### src/rtl/axi_pkg.sv
// Shared AXI4 constants, encodings and the master-port FSM state type.
package axi_pkg;

    localparam int AXI_ID_BITS   = 4;
    localparam int AXI_ADDR_BITS = 32;
    localparam int AXI_DATA_BITS = 32;
    localparam int AXI_STRB_BITS = AXI_DATA_BITS / 8;
    localparam int AXI_LEN_BITS  = 4;
    localparam int AXI_SIZE_BITS = 3;

    // Burst type encodings
    localparam logic [1:0] BURST_FIXED = 2'b00;
    localparam logic [1:0] BURST_INCR  = 2'b01;
    localparam logic [1:0] BURST_WRAP  = 2'b10;

    // Response encodings
    localparam logic [1:0] RESP_OKAY   = 2'b00;
    localparam logic [1:0] RESP_EXOKAY = 2'b01;
    localparam logic [1:0] RESP_SLVERR = 2'b10;
    localparam logic [1:0] RESP_DECERR = 2'b11;

    // Every beat is a full 32-bit word
    localparam logic [AXI_SIZE_BITS-1:0] SIZE_4B = 3'b010;

    typedef enum logic [2:0] {
        ST_IDLE = 3'd0,
        ST_AR   = 3'd1,
        ST_R    = 3'd2,
        ST_AW   = 3'd3,
        ST_W    = 3'd4,
        ST_B    = 3'd5
    } axi_state_e;

endpackage

### src/rtl/axi_m_if.sv
// AXI4 master port: turns one CPU memory request into a single INCR burst,
// one transaction outstanding, and reports a merged response on DONE_o.
module axi_m_if
    import axi_pkg::*;
#(
    parameter logic [3:0] MASTER_ID = 4'd0,
    parameter int ID_BITS   = AXI_ID_BITS,
    parameter int ADDR_BITS = AXI_ADDR_BITS,
    parameter int DATA_BITS = AXI_DATA_BITS
) (
    input  logic                   AXI_CLK_i,
    input  logic                   AXI_RST_i,
    // CPU side
    input  logic                   REQ_VALID_i,
    output logic                   REQ_READY_o,
    input  logic                   REQ_WRITE_i,
    input  logic [ADDR_BITS-1:0]   REQ_ADDR_i,
    input  logic [3:0]             REQ_LEN_i,
    input  logic [DATA_BITS-1:0]   WDATA_i,
    input  logic [DATA_BITS/8-1:0] WSTRB_i,
    input  logic                   WDATA_VALID_i,
    output logic                   WDATA_READY_o,
    output logic [DATA_BITS-1:0]   RDATA_o,
    output logic                   RDATA_VALID_o,
    output logic                   RDATA_LAST_o,
    output logic                   DONE_o,
    output logic [1:0]             RESP_o,
    // AR channel
    output logic [ID_BITS-1:0]     ARID_o,
    output logic [ADDR_BITS-1:0]   ARADDR_o,
    output logic [3:0]             ARLEN_o,
    output logic [2:0]             ARSIZE_o,
    output logic [1:0]             ARBURST_o,
    output logic                   ARVALID_o,
    input  logic                   ARREADY_i,
    // R channel
    input  logic [ID_BITS-1:0]     RID_i,
    input  logic [DATA_BITS-1:0]   RDATA_i,
    input  logic [1:0]             RRESP_i,
    input  logic                   RLAST_i,
    input  logic                   RVALID_i,
    output logic                   RREADY_o,
    // AW channel
    output logic [ID_BITS-1:0]     AWID_o,
    output logic [ADDR_BITS-1:0]   AWADDR_o,
    output logic [3:0]             AWLEN_o,
    output logic [2:0]             AWSIZE_o,
    output logic [1:0]             AWBURST_o,
    output logic                   AWVALID_o,
    input  logic                   AWREADY_i,
    // W channel
    output logic [DATA_BITS-1:0]   WDATA_o,
    output logic [DATA_BITS/8-1:0] WSTRB_o,
    output logic                   WLAST_o,
    output logic                   WVALID_o,
    input  logic                   WREADY_i,
    // B channel
    input  logic [ID_BITS-1:0]     BID_i,
    input  logic [1:0]             BRESP_i,
    input  logic                   BVALID_i,
    output logic                   BREADY_o
);

    axi_state_e state, state_nxt;

    logic [ADDR_BITS-1:0] addr_q;
    logic [3:0]           len_q;
    logic [3:0]           cnt_q;
    logic                 err_q;
    logic [1:0]           err_code_q;
    logic                 done_q;
    logic [1:0]           resp_q;

    logic                 req_hs, r_beat, w_hs, b_hs, at_last;
    logic                 beat_err;
    logic [1:0]           beat_code;

    assign req_hs  = (state == ST_IDLE) && REQ_VALID_i;
    assign r_beat  = (state == ST_R) && RVALID_i;
    assign w_hs    = (state == ST_W) && WDATA_VALID_i && WREADY_i;
    assign b_hs    = (state == ST_B) && BVALID_i;
    assign at_last = (cnt_q == len_q);

    // Address channel payload comes straight from the latched request
    assign ARID_o    = ID_BITS'(MASTER_ID);
    assign ARADDR_o  = addr_q;
    assign ARLEN_o   = len_q;
    assign ARSIZE_o  = SIZE_4B;
    assign ARBURST_o = BURST_INCR;
    assign AWID_o    = ID_BITS'(MASTER_ID);
    assign AWADDR_o  = addr_q;
    assign AWLEN_o   = len_q;
    assign AWSIZE_o  = SIZE_4B;
    assign AWBURST_o = BURST_INCR;
    assign DONE_o    = done_q;
    assign RESP_o    = resp_q;

    // State register
    always_ff @(posedge AXI_CLK_i or negedge AXI_RST_i) begin
        if (!AXI_RST_i) state <= ST_IDLE;
        else            state <= state_nxt;
    end

    // Next-state logic
    always_comb begin
        state_nxt = state;
        case (state)
            ST_IDLE: if (REQ_VALID_i) state_nxt = REQ_WRITE_i ? ST_AW : ST_AR;
            ST_AR:   if (ARREADY_i) state_nxt = ST_R;
            ST_R:    if (r_beat && RLAST_i) state_nxt = ST_IDLE;
            ST_AW:   if (AWREADY_i) state_nxt = ST_W;
            ST_W:    if (w_hs && at_last) state_nxt = ST_B;
            ST_B:    if (BVALID_i) state_nxt = ST_IDLE;
            default: state_nxt = ST_IDLE;
        endcase
    end

    // Handshake outputs decoded from the registered state; data passes through
    always_comb begin
        REQ_READY_o   = (state == ST_IDLE);
        ARVALID_o     = (state == ST_AR);
        AWVALID_o     = (state == ST_AW);
        RREADY_o      = (state == ST_R);
        BREADY_o      = (state == ST_B);
        RDATA_o       = RDATA_i;
        RDATA_VALID_o = r_beat;
        RDATA_LAST_o  = r_beat && RLAST_i;
        WDATA_o       = WDATA_i;
        WSTRB_o       = WSTRB_i;
        WVALID_o      = (state == ST_W) && WDATA_VALID_i;
        WDATA_READY_o = (state == ST_W) && WREADY_i;
        WLAST_o       = (state == ST_W) && at_last;
    end

    // Classify the current R/B beat; a slave response code outranks ID/length faults
    always_comb begin
        beat_err  = 1'b0;
        beat_code = RESP_OKAY;
        if (r_beat) begin
            if (RRESP_i != RESP_OKAY) begin
                beat_err  = 1'b1;
                beat_code = RRESP_i;
            end else if ((RID_i != ID_BITS'(MASTER_ID)) || (RLAST_i != at_last)) begin
                beat_err  = 1'b1;
                beat_code = RESP_SLVERR;
            end
        end else if (b_hs) begin
            if (BRESP_i != RESP_OKAY) begin
                beat_err  = 1'b1;
                beat_code = BRESP_i;
            end else if (BID_i != ID_BITS'(MASTER_ID)) begin
                beat_err  = 1'b1;
                beat_code = RESP_SLVERR;
            end
        end
    end

    // Request latch, beat counter and sticky first-error capture
    always_ff @(posedge AXI_CLK_i or negedge AXI_RST_i) begin
        if (!AXI_RST_i) begin
            addr_q     <= '0;
            len_q      <= '0;
            cnt_q      <= '0;
            err_q      <= 1'b0;
            err_code_q <= RESP_OKAY;
        end else begin
            if (req_hs) begin
                addr_q     <= REQ_ADDR_i;
                len_q      <= REQ_LEN_i;
                cnt_q      <= '0;
                err_q      <= 1'b0;
                err_code_q <= RESP_OKAY;
            end
            if (r_beat) cnt_q <= RLAST_i ? 4'd0 : cnt_q + 4'd1;
            if (w_hs)   cnt_q <= at_last ? 4'd0 : cnt_q + 4'd1;
            if (beat_err && !err_q) begin
                err_q      <= 1'b1;
                err_code_q <= beat_code;
            end
        end
    end

    // Completion pulse and merged response, one cycle after the final beat
    always_ff @(posedge AXI_CLK_i or negedge AXI_RST_i) begin
        if (!AXI_RST_i) begin
            done_q <= 1'b0;
            resp_q <= RESP_OKAY;
        end else begin
            done_q <= (r_beat && RLAST_i) || b_hs;
            if ((r_beat && RLAST_i) || b_hs)
                resp_q <= err_q ? err_code_q : (beat_err ? beat_code : RESP_OKAY);
        end
    end

endmodule

### config.mk
export PLATFORM = sky130hd
export DESIGN_NAME = axi_m_if
export DESIGN_NICKNAME = d
export VERILOG_FILES = /design/src/rtl/axi_pkg.sv /design/src/rtl/axi_m_if.sv
export SDC_FILE = /design/constraint.sdc
export NUM_CORES = 1
export LEC_CHECK = 0
export CAP_MARGIN = 20
export CORE_AREA = 2 2 114 116
export CTS_CLUSTER_SIZE = 16
export DETAILED_ROUTE_END_ITERATION = 10
export DIE_AREA = 0 0 116 118
export HOLD_SLACK_MARGIN = 0.03
export MAX_ROUTING_LAYER = met4
export PLACE_DENSITY = 0.74
export SLEW_MARGIN = 15
export SYNTH_ARGS = -nofsm -noshare
export SYNTH_HDL_FRONTEND = slang
export SYNTH_SLANG_ARGS = --single-unit
### constraint.sdc
create_clock -name AXI_CLK_i -period 1.9 [get_ports AXI_CLK_i]
set_input_delay 0.475 -clock AXI_CLK_i [delete_from_list [all_inputs] [get_ports AXI_CLK_i]]
set_output_delay 0.475 -clock AXI_CLK_i [all_outputs]
set_load 0.05 [all_outputs]
==> summary.md <==
| Metric | Value |
|---|---|
| Syn Area/Cell | `8.54 sq um` |
| CTS tree | `done` |
| Register Area | `between 1000 and 1500 sq um` |
| P per Cell Area | `a little over 2000 nW/um^2` |
| Crit-path max FO | `3` |
| Primary FF master, synth | `dfrtp_1` |
| Max-cap violations | `0` |
| Initial antenna violation count | `0` |
| Worst EP arrival | `approximately 1.6 ns` |
| RSZ-0062 raised after global routing | `yes` |
| Final Instance Area | `between 4000 and 5000 sq um` |
| Hold Crit Class | `primary input to async pin` |
| PnR worst setup slack | `-0.172 ns` |
| Largest net degree at the start of global routing | `50` |
| Die ar. | `13700 sq um` |
| Vias | `roughly 2500` |
| Clock latency at the later pin of the worst-skew pair | `0.29 ns` |
| CP startpoint kind | `flip-flop` |
| Wirelength per Cell | `roughly 13 um` |
| Seq pwr share | `0.207` |
| Most frequent cells after synthesis | `buf_4, nand2_1, dfrtp_1` |
| CORE AREA | `roughly 12000 sq um` |
| Synth area leaders | `dfrtp_1, buf_4, nand2_1` |
| Global route overflow | `0` |
| Setup skew after layout | `0.00449 ns` |
| Status | `finished with violations` |
| Share of the synthesized area in the top cell type | `0.385` |
| Die height | `roughly 120 um` |
| Crit-path max cell delay | `0.42 ns` |
| Boundary Pins | `about 300` |
| Clk slew on worst S/H paths | `~0.07 ns` |
| Crit-path cells | `xor2_1, nor4_4, and2_4, buf_12` |
| Post-DP Area | `~4100 sq um` |
| Placement Rows | `41` |
| Drt first pass iters | `4` |
| Share of layout cells above drive strength 1 | `0.366` |
| Post-Route WL | `roughly 8200 um` |
| Reg2reg start | `ARLEN_o[2]` |
| Synth cell types | `between 40 and 50` |
| Worst-case clock buffer depth | `2` |
| Required time of the critical path | `1.42 ns` |
| Crit path buf inv count | `1` |
| R2r worst-path depth | `5` |
| First-pass GRT wire length | `around 12000 um` |
| Drt drc | `0` |
| Switching Fraction | `0.542` |
| WP depth | `4` |
| Worst reg2reg path endpoint | `state[1]` |
| Net Sw Power | `5.00 mW` |
| Ant. Diodes | `0` |
| Final min period | `2.07 ns` |
| IR drop worst, VDD | `about 0.55 mV` |
| Via density | `a little under 4` |
| Max-slew violation count | `0` |
| WS Path Type | `flip-flop to output port` |
| Final core occ | `0.358` |
| Initial Util | `0.257` |
| Worst path slowest cell | `dfrtp_2` |
| Die width | `about 120 um` |
| Top-count cell post-synth | `buf_4` |
| Area of the multi-input gates | `between 1000 and 1500 sq um` |
| Initial DRC count | `57` |
| Post-synth EDFFs | `0` |
| Vias in the first global route | `around 2300` |
| Post-synthesis cell count | `373` |
| Fin crit share | `1.09` |
| # hold bufs at CTS | `0` |
| Leak | `roughly 2.2 nW` |
| Mapped Area | `approximately 3200 sq um` |
| Yosys warning count | `0` |
| WHS | `roughly 0.16 ns` |
| Async set-reset flop share out of synthesis | `1.00` |
| Violated checks | `setup timing` |
| Yosys top cell by area | `dfrtp_1` |
| GRT Total Usage | `0.118` |
| Finish-stage setup viols | `4` |
| R2R Setup Slk | `-0.02 ns` |
| Port bufs | `143` |
| Final Hold Vio Count | `0` |
| Cell Int Power | `about 4.2 mW` |
| Delay-heaviest family, CP | `simple AND/OR/NAND/NOR gates` |
| Clock sinks | `49` |
| Crit. End Element | `output port` |
| Nets | `between 500 and 600` |
| Synth-to-layout area growth | `39.6%` |
| Post-route ant nets | `0` |
| CTS Buf Count | `5` |
| Seq/Total Area, Yosys | `0.385` |
| Detail Placement HPWL | `6390 um` |
| Root Driver | `clkbuf_16` |
| Synthesized flop and latch total | `49` |
| Final Wtd Congestion | `0.774` |
| Clock Power Share | `0.113` |
| Fillcell total | `around 1300` |
| Max Clk Rate | `~480 MHz` |
| CTS H-tree depth | `2` |
| Combinational Power Share | `0.680` |
## how the worst max path moves through the flow
stage | slack [ns] | end | start
3_3_place_gp | -0.10 | state[1] | ARREADY_i
5_1_grt | -0.25 | WLAST_o | cnt_q[1]
3_5_place_dp | -0.18 | state[1] | ARREADY_i
4_1_cts | -0.19 | WLAST_o | ARLEN_o[2]
2_1_floorplan | -0.20 | RDATA_LAST_o | state[2]
6_report | -0.17 | WLAST_o | ARLEN_o[2]
## through the flow
step	setup slack (ns)	TNS [ns]	power, mW	std cells
global placement	-0.103	-0.308	8.00	603
CTS	-0.193	-0.320	9.25	618
finish	-0.172	-0.228	9.23	620
global route	-0.254	-0.553	9.71	620
detailed placement	-0.178	-0.578	8.08	603
floorplan	-0.198	-0.378	6.79	389
## worst register-to-register path: cells and delay by family, from the launching register on
family / cells / cell delay (ns)
xor+xnor: 1 / 0.17
flops: 1 / 0.42
mux: 1 / 0.35
compound gates: 1 / 0.31
simple gates: 2 / 0.55
## layout by cell type, fill, tap and decap left out, types with 3 or more instances in the layout
cell and count:
a21o_1 3, a21oi_1 4, buf_12 11, buf_4 113, clkbuf_16 5, clkdlybuf4s50_1 57
conb_1 18, dfrtp_1 42, dfrtp_2 7, inv_1 3, mux2i_1 4, nand2_1 117
nor2_1 5, o21ai_0 3, xor2_1 3
## power groups by stage
stage               sequential [mW]  clock (mW)  combinational, mW
global placement               1.92           0               6.08
floorplan                      3.19           0               3.60
finish                         1.91        1.05               6.27
detailed placement             1.96           0               6.12
CTS                            1.92        1.09               6.25
global route                   1.97        1.12               6.62
## timing repair
| item | 4_1_cts | 5_1_grt |
|---|---|---|
| endpoints found under the setup margin | 8 | 13 |
| pin swaps | 8 | 4 |
| setup buffers | 7 | 3 |
| gates resized for setup | 4 | 6 |
## area by class of cell
| cell class | instances | area share |
|---|---|---|
| multi-input cells | 202 | 0.253 |
| flip-flops and latches | 49 | 0.278 |
| well taps | 172 | 0.0484 |
| repair buffers | 184 | 0.375 |
| clock buffers | 6 | 0.0312 |
| inverters | 5 | 0.00675 |
| clock inverters | 2 | 0.00844 |
## metal layers
metal / vias to the layer above / track usage / wire length (um)
met5: - / - / 0
met4: 0 / 0.0476 / 156
met3: 24 / 0.0299 / 724
met2: 131 / 0.213 / 4280
met1: 1113 / 0.119 / 3040
li1: 1185 / - / -
## sequential cells by signal (all words and copies together) (netlist names)
name        count
ARADDR_o       32
ARLEN_o         4
DONE_o          1
RESP_o          2
cnt_q           4
err_code_q      2
err_q           1
state           3
## logic make-up (layout without fill, tap and decap cells)
family,after synthesis,in the layout,synth area share
other cells,2,18,0.00236
simple gates,148,148,0.206
compound gates,24,24,0.0585
xor+xnor,5,5,0.0138
buf+inv,138,197,0.310
flops,49,49,0.385
mux,6,6,0.0196
fa+ha+maj,1,1,0.00393
No activity file was read; power rests on OpenSTA's default activity.
